==> config.mk <==
export PLATFORM = sky130hd
export DESIGN_NAME = dtree_infer_ctrl
export DESIGN_NICKNAME = d
export VERILOG_FILES = /design/src/rtl/dtree_pkg.sv /design/src/rtl/dtree_feat_bank.sv /design/src/rtl/dtree_infer_ctrl.sv
export SDC_FILE = /design/constraint.sdc
export NUM_CORES = 2
export LEC_CHECK = 0
export CAP_MARGIN = 20
export CORE_AREA = 5 5 471 473
export CTS_CLUSTER_DIAMETER = 80
export CTS_CLUSTER_SIZE = 24
export DETAILED_ROUTE_END_ITERATION = 16
export DIE_AREA = 0 0 476 478
export GPL_TIMING_DRIVEN = 0
export MAX_ROUTING_LAYER = met4
export PLACE_DENSITY = 0.4
export REMOVE_ABC_BUFFERS = 1
export SLEW_MARGIN = 10
export SYNTH_ARGS = -nofsm -noshare
export SYNTH_HDL_FRONTEND = slang
export SYNTH_HIERARCHICAL = 1
export SYNTH_SLANG_ARGS = --single-unit
export TNS_END_PERCENT = 30
==> constraint.sdc <==
create_clock -name clk -period 85.8 [get_ports clk]
set_input_delay 12.87 -clock clk [delete_from_list [all_inputs] [get_ports clk]]
set_output_delay 12.87 -clock clk [all_outputs]
set_load 0.005 [all_outputs]
==> src/rtl/dtree_pkg.sv <==
// Shared constants, FSM state encodings and sizing helper for the decision-tree
// inference controller.
package dtree_pkg;

    localparam int DT_FEAT_W = 8;
    localparam int DT_CLS_W  = 3;

    localparam logic [1:0] ST_LOAD   = 2'd0;
    localparam logic [1:0] ST_SETTLE = 2'd1;
    localparam logic [1:0] ST_HOLD   = 2'd2;

    // Index width for n entries; never narrower than one bit.
    function automatic int idx_width(input int n);
        return (n <= 2) ? 1 : $clog2(n);
    endfunction

endpackage

==> src/rtl/dtree_feat_bank.sv <==
// Addressed feature register file with a flat parallel read-out for the tree.
module dtree_feat_bank
    import dtree_pkg::*;
#(
    parameter int NUM_FEAT = 148,
    parameter int FEAT_W   = DT_FEAT_W,
    parameter int IDX_W    = idx_width(NUM_FEAT)
) (
    input  logic                       clk,
    input  logic                       rst,
    input  logic                       wr_en,
    input  logic [IDX_W-1:0]           wr_idx,
    input  logic [FEAT_W-1:0]          wr_data,
    output logic [NUM_FEAT*FEAT_W-1:0] feat_bus
);

    for (genvar g = 0; g < NUM_FEAT; g++) begin : g_slot
        logic [FEAT_W-1:0] slot_q;

        always_ff @(posedge clk or posedge rst) begin
            if (rst) begin
                slot_q <= '0;
            end else if (wr_en && (wr_idx == IDX_W'(g))) begin
                slot_q <= wr_data;
            end
        end

        assign feat_bus[g*FEAT_W +: FEAT_W] = slot_q;
    end

endmodule

==> src/rtl/dtree_infer_ctrl.sv <==
// Serial feature loader, settle timer and result holder wrapped around the
// combinational decision tree.
module dtree_infer_ctrl
    import dtree_pkg::*;
#(
    parameter int NUM_FEAT   = 148,
    parameter int FEAT_W     = DT_FEAT_W,
    parameter int CLS_W      = DT_CLS_W,
    parameter int SETTLE_CYC = 4
) (
    input  logic                       clk,
    input  logic                       rst,
    input  logic                       in_valid,
    output logic                       in_ready,
    input  logic [FEAT_W-1:0]          in_data,
    input  logic                       in_last,
    output logic [NUM_FEAT*FEAT_W-1:0] feat_bus,
    input  logic [CLS_W-1:0]           tree_class,
    output logic                       out_valid,
    input  logic                       out_ready,
    output logic [CLS_W-1:0]           out_class,
    output logic                       out_err,
    output logic [1:0]                 dbg_state
);

    // Handshakes: a beat moves on a rising edge where valid and ready are both
    // high; out_valid holds with stable data until out_ready is seen with it.
    localparam int IDX_W = idx_width(NUM_FEAT);
    localparam int CNT_W = idx_width(SETTLE_CYC + 1);
    localparam logic [IDX_W-1:0] LAST_IDX = IDX_W'(NUM_FEAT - 1);
    localparam logic [CNT_W-1:0] CNT_INIT = CNT_W'(SETTLE_CYC - 1);

    logic [1:0]       state;
    logic [IDX_W-1:0] idx;
    logic [CNT_W-1:0] cnt;
    logic             settled;
    logic             err_pend;
    logic             beat;
    logic             wr_en;

    assign in_ready  = (state == ST_LOAD);
    assign beat      = in_valid && in_ready;
    // Once a frame has overrun, surplus beats are swallowed without writing.
    assign wr_en     = beat && !err_pend;
    assign dbg_state = state;

    dtree_feat_bank #(
        .NUM_FEAT (NUM_FEAT),
        .FEAT_W   (FEAT_W),
        .IDX_W    (IDX_W)
    ) u_bank (
        .clk      (clk),
        .rst      (rst),
        .wr_en    (wr_en),
        .wr_idx   (idx),
        .wr_data  (in_data),
        .feat_bus (feat_bus)
    );

    always_ff @(posedge clk or posedge rst) begin
        if (rst) begin
            state     <= ST_LOAD;
            idx       <= '0;
            cnt       <= '0;
            settled   <= 1'b0;
            err_pend  <= 1'b0;
            out_valid <= 1'b0;
            out_class <= '0;
            out_err   <= 1'b0;
        end else begin
            case (state)
                ST_LOAD: begin
                    if (beat) begin
                        if (err_pend) begin
                            if (in_last) begin
                                state <= ST_SETTLE;
                                cnt   <= CNT_INIT;
                            end
                        end else if (in_last) begin
                            state <= ST_SETTLE;
                            cnt   <= CNT_INIT;
                            if (idx != LAST_IDX) begin
                                err_pend <= 1'b1;
                            end
                        end else if (idx == LAST_IDX) begin
                            err_pend <= 1'b1;
                        end else begin
                            idx <= idx + 1'b1;
                        end
                    end
                end
                ST_SETTLE: begin
                    // One extra cycle after the count hits zero before sampling the tree.
                    if (settled) begin
                        settled   <= 1'b0;
                        out_valid <= 1'b1;
                        out_class <= err_pend ? '0 : tree_class;
                        out_err   <= err_pend;
                        state     <= ST_HOLD;
                    end else if (cnt == '0) begin
                        settled <= 1'b1;
                    end else begin
                        cnt <= cnt - 1'b1;
                    end
                end
                ST_HOLD: begin
                    if (out_ready) begin
                        out_valid <= 1'b0;
                        err_pend  <= 1'b0;
                        idx       <= '0;
                        state     <= ST_LOAD;
                    end
                end
                default: begin
                    state <= ST_LOAD;
                end
            endcase
        end
    end

endmodule

Word level (Yosys, flattened, before mapping):

Index checks and enable logic that the tools add are counted.

* input bits: 16
* register bits: 1204
* logic and storage cells: 508
* output and inout port bits: 1192

* add/sub/neg operators: 2
* mux-type cells: 28
* eq/ne operators: 159
* reduce and logical (&&, ||, !) cells: 163

Operator list (count)
* $eq A8 B7 Y1 const B: 64
* $eq A8 B6 Y1 const B: 32
* $eq A8 B8 Y1 const B: 20
* $logic_and A1 B1 Y1: 150
* $eq A8 B5 Y1 const B: 16
* $eq A8 B4 Y1 const B: 8
* $mux W8: 5
* $eq A8 B3 Y1 const B: 4
* $eq A8 B2 Y1 const B: 2
* $pmux W8 S2: 1
* $mux W3: 5
* $ne A2 B2 Y1 const B: 7
* $mux W1: 9
* $add A8 B1 Y8 const B: 1
* $eq A8 B1 Y1 const B: 1
* $logic_not A8 Y1: 1
* $mux W2: 4
* $ne A8 B8 Y1 const B: 1
* $pmux W2 S3: 1
* $pmux W3 S2: 1
* $reduce_and A3 Y1: 2
* $reduce_and A6 Y1: 1
* $reduce_bool A2 Y1: 3
* $reduce_and A5 Y1: 1
* 10 further kinds: 12

Depth between registers and ports, before layout:

* depth in word-level cells: 6
* gate-level depth with buffers: 8
* gate-level depth less buffers: 7

By module:

The synthesis kept the hierarchy.

By module, submodules not included
* dtree_feat_bank: times used 1, area each 46011.6 µm², cells each 2742, seq. area each 29628.4 µm²
* dtree_infer_ctrl: times used 1, area each 1083.5 µm², cells each 104, seq. area each 500.5 µm²

Worst setup path after synthesis:

No wires, ideal clock.

* path type: input to register
* start: input port in_valid
* end: register u_bank.g_slot[115].slot_q[0]
* setup time: 125 ps
* cell stages on the path: 7
* setup slack: 71117 ps
* buffers on the path: 3
* data required time: 85675 ps
* arrival: 14558 ps
* path through: nor4b_2 > buf_2 > nor4bb_1 > clkbuf_1 > and3_1 > clkbuf_1 > mux2_2

* cells in the longest elaborated chain, start to end: 3

RTL lines
* start: declaration: line dtree_infer_ctrl.sv:13 `input logic in_valid,`
* $logic_and A1 B1 Y1: line dtree_infer_ctrl.sv:42 `assign beat = in_valid && in_ready;`
* $logic_and A1 B1 Y1: line dtree_infer_ctrl.sv:44 `assign wr_en = beat && !err_pend;`
* $logic_and A1 B1 Y1: line dtree_feat_bank.sv:23 `end else if (wr_en && (wr_idx == IDX_W'(g))) begin`
* end signal: assignment: line dtree_feat_bank.sv:24 `slot_q <= wr_data;`
* end: declaration: line dtree_feat_bank.sv:18 `logic [FEAT_W-1:0] slot_q;`

No other way between the ends.
A chain may end at the register's enable or synchronous reset.

Final worst setup path:

* start: input port in_valid
* end: register u_bank.g_slot[26].slot_q[4]

* cells in the longest elaborated chain, start to end: 3

RTL lines
* $logic_and A1 B1 Y1: line dtree_infer_ctrl.sv:42
* $logic_and A1 B1 Y1: line dtree_infer_ctrl.sv:44
* net wr_en: line dtree_infer_ctrl.sv:39 `logic wr_en;`
* $logic_and A1 B1 Y1: line dtree_feat_bank.sv:23
* end signal: assignment: line dtree_feat_bank.sv:24
* end: declaration: line dtree_feat_bank.sv:18

The timed path passes the listed nets, and every way through them passes these cells.

==> summary.txt <==
status: complete, no violations
startpoint types: primary input
YS warnings: 6
Peak VDD IR: 0.0163 mV
final setup vio count: 0
pin count of the biggest net entering global routing: 107
FILL cells: 21.7k
area grow syn2layout: 42.1%
top-level I/O count: 1208
IO buf count: 1207
Max Clock Skew: 33.8 ps
Worst Path Arrival: 16330 ps
PD cells: 18.0 nW/um^2
Yosys reg bits: 1204
Clock Path Buffers: 3
Final HPWL DP: 136000 um
cell taking the most area after synthesis: dfrtp_1
post_cts resized: 0
Detail Route Antenna Nets: 0
# rows: 171
Post-synth EDFFs: 0
fin util: 0.309
Hold-fix buffers, CTS: 0
CP bufs+invs: 5
clk sinks: 1204
count of cell types in the netlist: 59
DR WL/cell: 27.7 um
CTS tree: yes
P_sw: 0.000334 W
Sw Ratio: 0.278
Syn Area/Cell: 16.5 um^2
Core Region: 217000 um^2
Tightest Pin Transition: 1100 ps
most frequent CP cell: buf_8
WP data required: 86400 ps
sequential power share: 0.490
die width: 476 um
Setup CP Type: in -> reg
slowest stage delay, CP: 560 ps
Setup crit end kind: flop
Max Cap Violations: 0
Placer Congestion: 0.720
commonest non-fill, non-tap cells in the layout: 1199 x clkdlybuf4s50_1, 1197 x dfrtp_1, 1167 x mux2_2, 98 x clkbuf_16, 71 x nor3_4
first-pass GRT wire length: 267000 um
drt initial violations: 1023
CTS root buf: clkbuf_16
period utilization: 0.183
vias per cell: 4.17
DIE HEIGHT: 478 um
first-pass iteration count of the detailed router: 4
Int Power: 0.000867 W
Post-CTS Setup Bufs: 0
Clock Pin Slew Worst Setup and Hold Paths: 70 ps
Crit-path slowest cell: clkdlybuf4s50_1
Leak: 31.3 nW
Total Power: 0.00120 W
most area-consuming cells after synthesis: dfrtp_1 64%, mux2_2 28%, nor3_4 2.5%
Clock power frac: 0.424
commonest non-fill, non-tap cell in the layout: clkdlybuf4s50_1
async set-reset flop share out of synthesis: 1.00
global route total overflow: 0
Vias: 29.0k
number of global-route vias before repair: 31.0k
H-tree levels: 3
worst min path class: reg -> reg
Mapped Area: 47100 um^2
Cells after Synth: 2846
Logic pwr share: 0.086
fin crit period: 15730 ps
layout cells sized above 1: 0.382
worst-path fanout max: 8
Starting Density: 0.218
Fin Setup TNS: 0 ps
initial antenna violation count: 7
relative slew slack: 0.267
Inserted Clock Buffers: 98
routed wire length: 193000 um
max-slew violation count: 0
DRC: 0
RSZ-0062 raised after global routing: no
Worst-Skew Late Latency: 740 ps
Final Net Count: 4043
non-filler cells, final: 6967
die area: 228000 um^2
gr usage total: 0.170
Fin. Hold Viols: 0
crit path cell chain: clkdlybuf4s50_1 > nor4b_4 > buf_6 > nand3b_1 > buf_8 > buf_8 > buf_8 > nor3_4 > mux2_2
Synth Flop Type: dfrtp_1
Peak Freq: 63.6 MHz
CP top delay family: simple AND/OR/NAND/NOR gates
Synth top area share: 0.640
Inst Count DP: 6777
sequential cell area fraction in the yosys report: 0.640
power groups by stage:
stage | registers [W] | clock network, W | logic, W
finish | 0.000588 | 0.000509 | 0.000104
global route | 0.000590 | 0.000552 | 0.000112
CTS | 0.000589 | 0.000534 | 0.000108
detailed placement | 0.000600 | 0 | 0.000108
global placement | 0.000601 | 0 | 0.0000965
floorplan | 0.000597 | 0 | 0.0000364
cell families (layout without fill, tap and decap cells):
family / after synthesis / count (layout) / synth area share
DFF: 1204 / 1204 / 0.640
muxes: 1187 / 1187 / 0.285
and+or+nand+nor: 226 / 226 / 0.0512
buffers and inverters: 194 / 1456 / 0.0184
AOI/OAI and AO/OA: 31 / 31 / 0.00452
adders and majority gates: 3 / 3 / 0.000797
xor gates and xnor gates: 1 / 1 / 0.000186
other: 0 / 5 / 0
registers in the layout, summed over array words and instances, names as in the netlist:
| signal | flops |
|---|---|
| cnt | 3 |
| dbg_state | 2 |
| err_pend | 1 |
| idx | 8 |
| out_class | 3 |
| out_err | 1 |
| out_valid | 1 |
| settled | 1 |
| u_bank/g_slot.slot_q | 1184 |
synthesized netlist by cell type (3+ instances only):
master	instances
dfrtp_1	1204
mux2_2	1167
clkbuf_1	140
nor3_4	71
nand3_1	43
nand3_2	29
buf_2	25
mux2_4	17
o21ai_0	14
buf_4	12
nand2_1	11
nand2b_1	8
buf_6	7
inv_1	7
and3_1	5
nor2_1	5
and3b_1	4
nand3b_1	4
nor2b_1	4
nor3_2	4
nor4_4	4
nor4bb_1	4
a21oi_1	3
ha_1	3
nor4b_4	3
o31ai_1	3
or4b_4	3
per-stage QoR:
step           worst slack [ps]  instance area [um^2]  hold WS (ps)
2_1_floorplan             39580                 46300           469
3_3_place_gp              21090                 61900           467
3_5_place_dp              69240                 63300           480
4_1_cts                   70040                 66900           499
5_1_grt                   69910                 66900           517
6_report                  70070                 66900           491
worst min-delay path, delay by kind of cell (launching register included):
kind	cells	cell delay, ps
AND/OR/NAND/NOR	2	100
flip-flops	1	350
routing by layer:
layer	wire length, um	part of all wire	vias up	track usage
met1	79600	0.41	15457	0.202
met3	16500	0.085	168	0.0602
met5	0	0	-	-
met4	4650	0.024	0	0.0439
li1	-	-	12556	-
met2	92000	0.48	868	0.273
area by class of cell:
| class | count | area (um^2) | area share |
|---|---|---|---|
| multi-input combinational | 1448 | 16200 | 0.242 |
| clock buffer | 116 | 2630 | 0.0393 |
| sequential | 1204 | 30100 | 0.450 |
| antenna | 5 | 12.5 | 0.000187 |
| clock inverter | 68 | 966 | 0.0144 |
| timing repair buffer | 1265 | 13400 | 0.200 |
| tap | 2854 | 3570 | 0.0533 |
| inverter | 7 | 33.8 | 0.000505 |
worst paths after layout:
check                                from                            to  slack [ps]  cells after the start
worst max-delay path             in_valid   u_bank/g_slot[26].slot_q[4]       70070                      9
worst max register to register   err_pend   u_bank/g_slot[26].slot_q[4]       82050                      8
worst min-delay path            out_valid                     out_valid         490                      2
min in group asynchronous             rst                       out_err       12530                      2
worst min register to register  out_valid                     out_valid         490                      2
max in group asynchronous             rst  u_bank/g_slot[104].slot_q[6]       70910                      6
(Power assumes the default switching activity.)
